## src/rtl/hp_phase_clkgen_pkg.sv

```systemverilog
// Shared encodings and reset defaults for the HP two-phase clock generator.
package hp_clk_pkg;

    typedef enum logic [1:0] {
        ST_RUN  = 2'b00,
        ST_IDLE = 2'b01,
        ST_STEP = 2'b10
    } run_state_e;

    typedef enum logic [1:0] {
        MODE_RUN      = 2'b00,
        MODE_HALT     = 2'b01,
        MODE_STEP     = 2'b10,
        MODE_HALT_ALT = 2'b11
    } mode_e;

    localparam int unsigned HP_DEF_DIV = 7;
    localparam int unsigned HP_DEF_P1  = 5;
    localparam int unsigned HP_DEF_P2  = 7;
    localparam int unsigned HP_MIN_DIV = 3;

endpackage

```

## src/rtl/hp_phase_clkgen_if.sv

```systemverilog
// Control/status bundle between the LA bring-up logic and the clock generator.
interface hp_phase_clkgen_if #(
    parameter int unsigned DIV_W = 4,
    parameter int unsigned N_T   = 4
);
    logic [DIV_W-1:0] div_max;
    logic [DIV_W-1:0] phi1_pos;
    logic [DIV_W-1:0] phi2_pos;
    logic [1:0]       mode;
    logic             step_req;
    logic             resync;
    logic             phi1_n;
    logic             phi2_n;
    logic [N_T-1:0]   t_state;
    logic             wrap;
    logic             step_done;
    logic             cfg_err;
    logic [1:0]       run_state;

    modport master (
        output div_max, phi1_pos, phi2_pos, mode, step_req, resync,
        input  phi1_n, phi2_n, t_state, wrap, step_done, cfg_err, run_state
    );

    modport slave (
        input  div_max, phi1_pos, phi2_pos, mode, step_req, resync,
        output phi1_n, phi2_n, t_state, wrap, step_done, cfg_err, run_state
    );
endinterface

```

## src/rtl/hp_phase_clkgen_cfg_shadow.sv

```systemverilog
// Period/phase config validation and shadow registers, updated only at wrap.
module hp_cfg_shadow
    import hp_clk_pkg::*;
#(
    parameter int unsigned DIV_W   = 4,
    parameter int unsigned DEF_DIV = HP_DEF_DIV,
    parameter int unsigned DEF_P1  = HP_DEF_P1,
    parameter int unsigned DEF_P2  = HP_DEF_P2
) (
    input  logic             osc_in,
    input  logic             cdiv_rst,
    input  logic             wrap,
    input  logic [DIV_W-1:0] div_max,
    input  logic [DIV_W-1:0] phi1_pos,
    input  logic [DIV_W-1:0] phi2_pos,
    output logic [DIV_W-1:0] div_max_s,
    output logic [DIV_W-1:0] p1_s,
    output logic [DIV_W-1:0] p2_s,
    output logic             cfg_err
);

    logic cfg_ok;

    // Reject too-short periods, out-of-range or coincident phase positions.
    always_comb begin
        cfg_ok = 1'b1;
        if (div_max < DIV_W'(HP_MIN_DIV)) cfg_ok = 1'b0;
        if (phi1_pos > div_max)           cfg_ok = 1'b0;
        if (phi2_pos > div_max)           cfg_ok = 1'b0;
        if (phi1_pos == phi2_pos)         cfg_ok = 1'b0;
    end

    // Load a good request at wrap; a bad one keeps the old values and latches the error.
    always_ff @(posedge osc_in or posedge cdiv_rst) begin
        if (cdiv_rst) begin
            div_max_s <= DIV_W'(DEF_DIV);
            p1_s      <= DIV_W'(DEF_P1);
            p2_s      <= DIV_W'(DEF_P2);
            cfg_err   <= 1'b0;
        end else if (wrap) begin
            if (cfg_ok) begin
                div_max_s <= div_max;
                p1_s      <= phi1_pos;
                p2_s      <= phi2_pos;
            end else begin
                cfg_err <= 1'b1;
            end
        end
    end

endmodule

```

## src/rtl/hp_phase_clkgen.sv

```systemverilog
// Programmable phi1/phi2 generator with T-state ring and run/halt/step control.
module hp_phase_clkgen
    import hp_clk_pkg::*;
#(
    parameter int unsigned DIV_W    = 4,
    parameter int unsigned N_T      = 4,
    parameter int unsigned RESYNC_T = 2,
    parameter int unsigned DEF_DIV  = HP_DEF_DIV,
    parameter int unsigned DEF_P1   = HP_DEF_P1,
    parameter int unsigned DEF_P2   = HP_DEF_P2
) (
    input logic               osc_in,
    input logic               cdiv_rst,
    hp_phase_clkgen_if.slave  bus
);

    localparam logic [N_T-1:0] T_RST      = N_T'(1);
    localparam logic [N_T-1:0] RESYNC_VEC = N_T'(1) << RESYNC_T;

    run_state_e       state_q, state_d;
    mode_e            mode_c;
    logic [DIV_W-1:0] cnt;
    logic [DIV_W-1:0] div_max_s, p1_s, p2_s;
    logic [N_T-1:0]   t_state_q;
    logic             advancing, wrap_i;
    logic             phi1r, phi2r;
    logic             step_q, step_pend, step_edge, step_enter;
    logic             step_done_q;

    assign mode_c    = mode_e'(bus.mode);
    assign advancing = (state_q == ST_RUN) || (state_q == ST_STEP);
    assign wrap_i    = advancing && (cnt == div_max_s);
    assign step_edge = bus.step_req && !step_q;

    hp_cfg_shadow #(
        .DIV_W   (DIV_W),
        .DEF_DIV (DEF_DIV),
        .DEF_P1  (DEF_P1),
        .DEF_P2  (DEF_P2)
    ) u_cfg (
        .osc_in    (osc_in),
        .cdiv_rst  (cdiv_rst),
        .wrap      (wrap_i),
        .div_max   (bus.div_max),
        .phi1_pos  (bus.phi1_pos),
        .phi2_pos  (bus.phi2_pos),
        .div_max_s (div_max_s),
        .p1_s      (p1_s),
        .p2_s      (p2_s),
        .cfg_err   (bus.cfg_err)
    );

    // Period counter: runs 0..div_max_s while advancing, parked at 0 otherwise.
    always_ff @(posedge osc_in or posedge cdiv_rst) begin
        if (cdiv_rst)                cnt <= '0;
        else if (!advancing || wrap_i) cnt <= '0;
        else                         cnt <= cnt + 1'b1;
    end

    // Registered phase pulses; distinct compare positions keep them disjoint.
    always_ff @(posedge osc_in or posedge cdiv_rst) begin
        if (cdiv_rst) begin
            phi1r <= 1'b0;
            phi2r <= 1'b0;
        end else begin
            phi1r <= advancing && (cnt == p1_s);
            phi2r <= advancing && (cnt == p2_s);
        end
    end

    // T-state ring: rotate at wrap, resync overrides the rotation.
    always_ff @(posedge osc_in or posedge cdiv_rst) begin
        if (cdiv_rst)          t_state_q <= T_RST;
        else if (wrap_i) begin
            if (bus.resync)    t_state_q <= RESYNC_VEC;
            else               t_state_q <= {t_state_q[N_T-2:0], t_state_q[N_T-1]};
        end
    end

    // Step request edge capture; a new edge outranks the clear on STEP entry.
    always_ff @(posedge osc_in or posedge cdiv_rst) begin
        if (cdiv_rst) begin
            step_q    <= 1'b0;
            step_pend <= 1'b0;
        end else begin
            step_q <= bus.step_req;
            if (step_edge)       step_pend <= 1'b1;
            else if (step_enter) step_pend <= 1'b0;
        end
    end

    // FSM state and step-complete pulse.
    always_ff @(posedge osc_in or posedge cdiv_rst) begin
        if (cdiv_rst) begin
            state_q     <= ST_RUN;
            step_done_q <= 1'b0;
        end else begin
            state_q     <= state_d;
            step_done_q <= (state_q == ST_STEP) && wrap_i;
        end
    end

    // Next state: RUN/STEP leave only at wrap so a period is never cut short.
    always_comb begin
        state_d    = state_q;
        step_enter = 1'b0;
        case (state_q)
            ST_RUN: begin
                if (wrap_i && mode_c != MODE_RUN) state_d = ST_IDLE;
            end
            ST_IDLE: begin
                if (mode_c == MODE_RUN) begin
                    state_d = ST_RUN;
                end else if (mode_c == MODE_STEP && step_pend) begin
                    state_d    = ST_STEP;
                    step_enter = 1'b1;
                end
            end
            ST_STEP: begin
                if (wrap_i) state_d = ST_IDLE;
            end
            default: state_d = ST_IDLE;
        endcase
    end

    assign bus.phi1_n    = ~phi1r;
    assign bus.phi2_n    = ~phi2r;
    assign bus.t_state   = t_state_q;
    assign bus.wrap      = wrap_i;
    assign bus.step_done = step_done_q;
    assign bus.run_state = state_q;

endmodule
```

## src/flat_wrapper.sv

```systemverilog
// flat-port wrapper written by rule: the top's interface ports become plain ports
module hp_phase_clkgen_flat import hp_clk_pkg::*;
#(
    parameter int unsigned DIV_W    = 4,
    parameter int unsigned N_T      = 4,
    parameter int unsigned RESYNC_T = 2,
    parameter int unsigned DEF_DIV  = HP_DEF_DIV,
    parameter int unsigned DEF_P1   = HP_DEF_P1,
    parameter int unsigned DEF_P2   = HP_DEF_P2
)
  (osc_in, cdiv_rst, bus_div_max, bus_phi1_pos, bus_phi2_pos, bus_mode, bus_step_req, bus_resync, bus_phi1_n, bus_phi2_n, bus_t_state, bus_wrap, bus_step_done, bus_cfg_err, bus_run_state);
  hp_phase_clkgen_if #(.DIV_W(DIV_W), .N_T(N_T)) bus_i ();
  input logic osc_in;
  input logic cdiv_rst;
  input wire logic [$bits(bus_i.div_max)-1:0] bus_div_max;
  input wire logic [$bits(bus_i.phi1_pos)-1:0] bus_phi1_pos;
  input wire logic [$bits(bus_i.phi2_pos)-1:0] bus_phi2_pos;
  input wire logic [$bits(bus_i.mode)-1:0] bus_mode;
  input wire logic [$bits(bus_i.step_req)-1:0] bus_step_req;
  input wire logic [$bits(bus_i.resync)-1:0] bus_resync;
  output wire logic [$bits(bus_i.phi1_n)-1:0] bus_phi1_n;
  output wire logic [$bits(bus_i.phi2_n)-1:0] bus_phi2_n;
  output wire logic [$bits(bus_i.t_state)-1:0] bus_t_state;
  output wire logic [$bits(bus_i.wrap)-1:0] bus_wrap;
  output wire logic [$bits(bus_i.step_done)-1:0] bus_step_done;
  output wire logic [$bits(bus_i.cfg_err)-1:0] bus_cfg_err;
  output wire logic [$bits(bus_i.run_state)-1:0] bus_run_state;
  assign bus_i.div_max = bus_div_max;
  assign bus_i.phi1_pos = bus_phi1_pos;
  assign bus_i.phi2_pos = bus_phi2_pos;
  assign bus_i.mode = bus_mode;
  assign bus_i.step_req = bus_step_req;
  assign bus_i.resync = bus_resync;
  assign bus_phi1_n = bus_i.phi1_n;
  assign bus_phi2_n = bus_i.phi2_n;
  assign bus_t_state = bus_i.t_state;
  assign bus_wrap = bus_i.wrap;
  assign bus_step_done = bus_i.step_done;
  assign bus_cfg_err = bus_i.cfg_err;
  assign bus_run_state = bus_i.run_state;
  hp_phase_clkgen #(.DIV_W(DIV_W), .N_T(N_T), .RESYNC_T(RESYNC_T), .DEF_DIV(DEF_DIV), .DEF_P1(DEF_P1), .DEF_P2(DEF_P2)) u_core (.osc_in(osc_in), .cdiv_rst(cdiv_rst), .bus(bus_i));
endmodule
```

## config.mk

```make
export PLATFORM = sky130hd
export DESIGN_NAME = hp_phase_clkgen_flat
export DESIGN_NICKNAME = d
export VERILOG_FILES = /design/src/rtl/hp_phase_clkgen_pkg.sv /design/src/rtl/hp_phase_clkgen_if.sv /design/src/rtl/hp_phase_clkgen_cfg_shadow.sv /design/src/rtl/hp_phase_clkgen.sv /design/src/flat_wrapper.sv
export SDC_FILE = /design/constraint.sdc
export NUM_CORES = 1
export LEC_CHECK = 0
export CORE_ASPECT_RATIO = 1.1
export CORE_UTILIZATION = 30
export DETAILED_ROUTE_END_ITERATION = 16
export GPL_TIMING_DRIVEN = 1
export PLACE_DENSITY = 0.51
export SYNTH_ARGS = -nofsm -noshare
export SYNTH_HDL_FRONTEND = slang
export SYNTH_SLANG_ARGS = --single-unit
```

## constraint.sdc

```tcl
create_clock -name osc_in -period 2.4 [get_ports osc_in]
set_clock_uncertainty 0.2 [all_clocks]
set_input_delay 0.48 -clock osc_in [delete_from_list [all_inputs] [get_ports osc_in]]
set_output_delay 0.48 -clock osc_in [all_outputs]
set_load 0.02 [all_outputs]
```

# Word-level counts from Yosys, hierarchy flattened
# Index checks and enable logic that the tools add are counted.
dict set report totals {
  mem_bits_rw 0
  latchBits 0
  out_inout_bits 11
  rom_bits 0
  wordCells 63
  inputBits 18
  reg_bits 28
  mem_count 0
}
dict set report classes {
  multipliers 0
  mux 16
  shifts 0
  eq_ne 10
  bitwise_logic 3
  n_addsub 1
  div 0
  n_reduce_logical 18
  order_cmp 3
}
# cell count
set ops {}
lappend ops {{$eq 4x4->1} 4}
lappend ops {{$mux 1} 9}
lappend ops {{$gt 4x4->1} 2}
lappend ops {{$mux 2} 4}
lappend ops {{$mux 4} 2}
lappend ops {{$logic_and 1x1->1} 7}
lappend ops {{$pmux 2 s3} 1}
lappend ops {{$add 4x1->4 const B} 1}
lappend ops {{$eq 2x2->1 const B} 2}
lappend ops {{$logic_not 2->1} 2}
lappend ops {{$lt 4x2->1 const B} 1}
lappend ops {{$reduce_and 2->1} 2}
lappend ops {{$reduce_bool 2->1} 2}
lappend ops {{$ne 3x1->1 const B} 1}
lappend ops {{$not 1->1} 3}
lappend ops {{$reduce_and 3->1} 1}
lappend ops {{$eq 2x1->1 const B} 1}
lappend ops {{$logic_not 1->1} 2}
lappend ops {{$logic_or 1x1->1} 2}
lappend ops {{$ne 2x1->1 const B} 1}
lappend ops {{$ne 2x2->1 const B} 1}

# Depth between registers and ports, before layout
dict set report depth {
  ltp_word 7
  mapped_depth 8
  ltp_nobuf 7
}

# Hierarchy
# From an unflattened synthesis, not the netlist that was laid out.
dict set report unflattened {
  cells_unflattened 131
  area_unflattened_um2 1549.0
}
# module area_per_inst_um2 cells_per_inst n_inst
set modules_own_cells {}
lappend modules_own_cells {hp_phase_clkgen 792.0 69 1}
lappend modules_own_cells {hp_cfg_shadow 757.0 62 1}

# Worst setup path after synthesis
# OpenSTA, ideal clock, no wires.
dict set report synth_timing {
  path_type {input-to-reg}
  start {in bus_div_max[1]}
  end {reg u_core.u_cfg.div_max_s[3]}
  path_slack_ns 0.083
  path_stages 8
  n_path_buf 1
  setup_ns 0.127
  arrival_ns 1.990
  path_cell_list {inv_1 ha_1 nor2b_1 o211ai_1 a21oi_1 nor4b_4 buf_6 mux2_1}
}
dict set report synth_between {
  elab_chain_cells 6
  elab_cells_between_ends 8
}
# item line
set synth_rtl {}
lappend synth_rtl {{start, declared} flat_wrapper.sv:15} ;# input wire logic [$bits(bus_i.div_max)-1:0] bus_div_max;
lappend synth_rtl {{$lt 4x2->1} hp_phase_clkgen_cfg_shadow.sv:27} ;# if (div_max < DIV_W'(HP_MIN_DIV)) cfg_ok = 1'b0;
lappend synth_rtl {{$mux 1} hp_phase_clkgen_cfg_shadow.sv:27}
lappend synth_rtl {{$mux 1} hp_phase_clkgen_cfg_shadow.sv:28} ;# if (phi1_pos > div_max) cfg_ok = 1'b0;
lappend synth_rtl {{$mux 1 *} hp_phase_clkgen_cfg_shadow.sv:29} ;# if (phi2_pos > div_max) cfg_ok = 1'b0;
lappend synth_rtl {{$mux 1 *} hp_phase_clkgen_cfg_shadow.sv:30} ;# if (phi1_pos == phi2_pos) cfg_ok = 1'b0;
lappend synth_rtl {{$reduce_and 2->1 (no line) *} --}
lappend synth_rtl {{end signal, assigned} hp_phase_clkgen_cfg_shadow.sv:36} ;# div_max_s <= DIV_W'(DEF_DIV);
lappend synth_rtl {{end signal, assigned} hp_phase_clkgen_cfg_shadow.sv:42} ;# div_max_s <= div_max;
lappend synth_rtl {{end, declared} hp_phase_clkgen_cfg_shadow.sv:16} ;# output logic [DIV_W-1:0] div_max_s,
# Every way passes the cells marked *; elsewhere a longest branch is shown, timed or not.
# A chain may end at the register's enable or synchronous reset.

# Worst setup path in the final report
dict set report layout_timing {
  start {reg u_core.u_cfg.div_max_s[1]}
  end {reg u_core.u_cfg.div_max_s[1]}
}
dict set report layout_between {
  elab_chain_cells 3
}
# item line
set layout_rtl {}
lappend layout_rtl {{$eq 4x4->1} hp_phase_clkgen.sv:32} ;# assign wrap_i = advancing && (cnt == div_max_s);
lappend layout_rtl {{$logic_and 1x1->1} hp_phase_clkgen.sv:32}
lappend layout_rtl {{$reduce_and 2->1 (no line)} --}
# Every way passes these cells.

==> impl_metrics.json <==
{
  "cts_hold_buf": 0,
  "syn2layout_area_growth_pct": 44.7,
  "grt-busiest-layer": "met2",
  "clock_latency_ns": 0.27,
  "cts_sinks": 28,
  "clkTransAtPathRegs_ns": 0.10,
  "cpLargestDelayFamily": "simple AND/OR/NAND/NOR gates",
  "htreeDepth": 1,
  "slowest_stage": "dfstp_2",
  "switching_share_pct": 33.0,
  "hold_viol_final": 0,
  "cts_tree": "built",
  "rows": 26,
  "grt_overflow": 0,
  "io_buffers": 28,
  "drive_above_1_share_pct": 31.9,
  "fp.dieW_um": 69,
  "maxSlewHeadroom_pct": 76.0,
  "initial_core_util_pct": 31.6,
  "synth_xor_area_share_pct": 10.6,
  "clkPwrFrac_pct": 16.5,
  "fin_total_pwr_uw": 2240,
  "cellLeakagePower_uw": 0.000986,
  "cp-end-kind": "register",
  "wirelength_mm": 3.22,
  "pwr-share-seq_pct": 37.5,
  "r2r_setup_slack_ns": 0.03,
  "grt_util_met1_pct": 16.6,
  "period_share_pct": 98.8,
  "ios": 29,
  "clockBufferDepth": 2,
  "fin_ws_ns": 0.0283,
  "hpwlAfterDp_mm": 2.44,
  "yosysSeqAreaShare_pct": 48.1,
  "fin_util_pct": 45.8,
  "worstSetupPathType": "register to register",
  "synth_top_area_cell": "dfrtp_1",
  "setup_violations": 0,
  "grt_max_degree": 29,
  "peakVddDrop_uv": 337,
  "wire_per_inst_um": 13.4,
  "syn-num-nets": 159,
  "crit_buf_inv": 3,
  "start_kind": "register",
  "maxSlewViolCount": 0,
  "netSwitchingPower_uw": 740,
  "worstHoldPathType": "register to register",
  "die_h_um": 75.7,
  "synth-compound-area-share_pct": 6.08,
  "yosys_warnings": 0,
  "fin_crit_ns": 2.37,
  "place_ws_ns": -0.508,
  "grt_pass1_wl_mm": 5.43,
  "comb_power_share_pct": 46.0,
  "crit_required_ns": 2.40,
  "ys_ff_latch": 28,
  "synth_area_um2": 1480,
  "crit_arrival_ns": 2.38,
  "first_pass_iters": 4,
  "power.density_nw_per_um2": 1050,
  "p_int_uw": 1500,
  "holdWs_ns": 0.229,
  "num_vias": 1108,
  "drt_iter0_drc": 16,
  "slowest_delay_ns": 0.56,
  "ant_nets": 0,
  "worstReg2RegEnd": "u_core.u_cfg.div_max_s[1]",
  "drv_cap": 0,
  "whs_path_depth": 1,
  "synth_top_family_by_area": "simple AND/OR/NAND/NOR gates",
  "first_global_vias": 1168,
  "met2_usage_pct": 23.7,
  "r2r_cells": 8,
  "cts_buffers": 3,
  "tightestPinTransition_ns": 0.360,
  "met3_usage_pct": 2.65,
  "hold_end": "u_core.step_pend",
  "die-area_um2": 5220,
  "rsz0062_at_grt": "yes",
  "synth-simple-area-share_pct": 13.3,
  "syn_avg_cell_area_um2": 11.2,
  "synth_top_area_share_pct": 32.1,
  "ys_top_cells_by_area": "dfrtp_1 32%, dfstp_2 16%, mux2_1 9.1%",
  "core_area_um2": 4680,
  "reg2reg_from": "u_core.u_cfg.div_max_s[1]",
  "root_buffer": "clkbuf_8",
  "path_max_fanout": 6,
  "gp_congestion": 0.796,
  "synth.area.mux_share_pct": 9.12,
  "grt.total_usage_pct": 13.3,
  "fill_cells": 449,
  "worstPathCellList": "xor2_1, nor4_2, and2b_2, buf_6, nor4b_4, buf_4, clkbuf_16, mux2_4",
  "synthAdderAreaFrac_pct": 7.60,
  "drcViolationCount": 0,
  "outcome": "completed",
  "syn_inst": 132,
  "fin_nets": 213,
  "fmax_mhz": 422,
  "antenna_cells": 0,
  "synth_cell_type_count": 29,
  "drt-vias-per-instance": 4.60,
  "antenna_found_initial": 0,
  "min_from": "u_core.step_q"
}
cells in the mapped netlist:
cell type / n
nand2b_1: 1
and2b_1: 1
o21ai_0: 4
nor4_2: 1
a21oi_1: 6
or2_2: 1
ha_1: 9
nor2_1: 7
buf_2: 1
o41ai_1: 1
inv_1: 14
and4_1: 2
nor3_1: 2
o31ai_1: 1
nand2_1: 4
xnor2_1: 7
xor2_1: 11
nor4b_4: 1
o32ai_1: 1
buf_6: 1
nand3b_1: 3
o211ai_1: 2
clkbuf_1: 2
dfstp_2: 9
nand3_1: 5
nor2b_1: 2
dfrtp_1: 19
mux2_1: 12
and2_1: 2
power by group through the flow:
stage	clock network [uW]	logic, uW	registers [uW]
after detailed placement	0	947	847
after CTS	382	1030	843
after global placement	0	929	846
final	370	1030	840
after global routing	403	1130	861
after floorplan	0	511	886
layout make-up:
type / instances / area [um2] / area share (%)
Clock buffer: 3 / 41.3 / 1.93
Clock inverter: 1 / 30.0 / 1.40
Inverter: 14 / 52.6 / 2.45
Multi-Input combinational cell: 86 / 763 / 35.6
Sequential cell: 28 / 712 / 33.2
Tap cell: 56 / 70.1 / 3.27
Timing Repair Buffer: 53 / 474 / 22.1
worst max path at each step:
| stage | end | cells after the start | start | slack [ns] |
|---|---|---|---|---|
| 2_1_floorplan | u_core.u_cfg.div_max_s[3] | 8 | bus_div_max[1] | 0.08 |
| 3_3_place_gp | u_core.u_cfg.div_max_s[3] | 9 | bus_div_max[1] | -0.47 |
| 3_5_place_dp | u_core.u_cfg.div_max_s[3] | 9 | bus_div_max[1] | -0.51 |
| 4_1_cts | u_core.u_cfg.p2_s[2] | 7 | u_core.u_cfg.div_max_s[2] | -0.10 |
| 5_1_grt | u_core.u_cfg.div_max_s[1] | 8 | u_core.u_cfg.div_max_s[1] | -0.05 |
| 6_report | u_core.u_cfg.div_max_s[1] | 8 | u_core.u_cfg.div_max_s[1] | 0.03 |
flip-flops by register name, indices dropped and copies added (netlist names):
register,cells
u_core.phi1r,1
u_core.u_cfg.cfg_err,1
u_core.u_cfg.div_max_s,4
u_core.phi2r,1
u_core.u_cfg.p2_s,4
u_core.u_cfg.p1_s,4
u_core.step_pend,1
u_core.bus.step_done,1
u_core.bus.t_state,4
u_core.cnt,4
u_core.step_q,1
u_core.bus.run_state,2
logic make-up (layout without fill, tap and decap cells):
| group | after synthesis | in the layout |
|---|---|---|
| multiplexers | 12 | 12 |
| buffers and inverters | 18 | 71 |
| AO/OA/AOI/OAI | 15 | 15 |
| XOR/XNOR | 18 | 18 |
| flip-flops | 28 | 28 |
| AND/OR/NAND/NOR | 32 | 32 |
| adder cells (fa/ha/maj) | 9 | 9 |
timing repair:
item | CTS | global route
pin swaps | 8 | 5
gates cloned | 1 | 0
buffers inserted | 0 | 3
endpoints found under the setup margin | 13 | 13
resized for setup | 28 | 7
metal layers:
layer / routed length (um) / vias to the layer above
li1: - / 548
met1: 1470 / 533
met2: 1620 / 25
met3: 128 / 2
met4: 9 / 0
met5: 0 / -
placed cells by master, fill, tap and decap left out, drive strengths merged, types with 2 or more instances in the layout:
master,synthesis,final
nand3b,3,3
inv,14,14
a21oi,6,6
xnor2,7,7
dlygate4sd2,0,10
nor2b,2,2
clkbuf,2,5
buf,2,24
clkdlybuf4s50,0,15
o211ai,2,2
and2,2,2
dfrtp,19,19
mux2,12,12
ha,9,9
nor2,7,7
nand3,5,5
and4,2,2
dfstp,9,9
nor3,2,2
nand2,4,4
o21ai,4,4
xor2,11,11
metrics by stage:
step / std cells / instance area (um2) / TNS [ns]
after detailed placement: 234 / 1990 / -5.84
after global routing: 241 / 2140 / -0.254
after global placement: 234 / 1990 / -5.45
after CTS: 239 / 2140 / -0.663
after floorplan: 132 / 1480 / 0
final: 241 / 2140 / 0
Power figures use the tool's default switching activity.
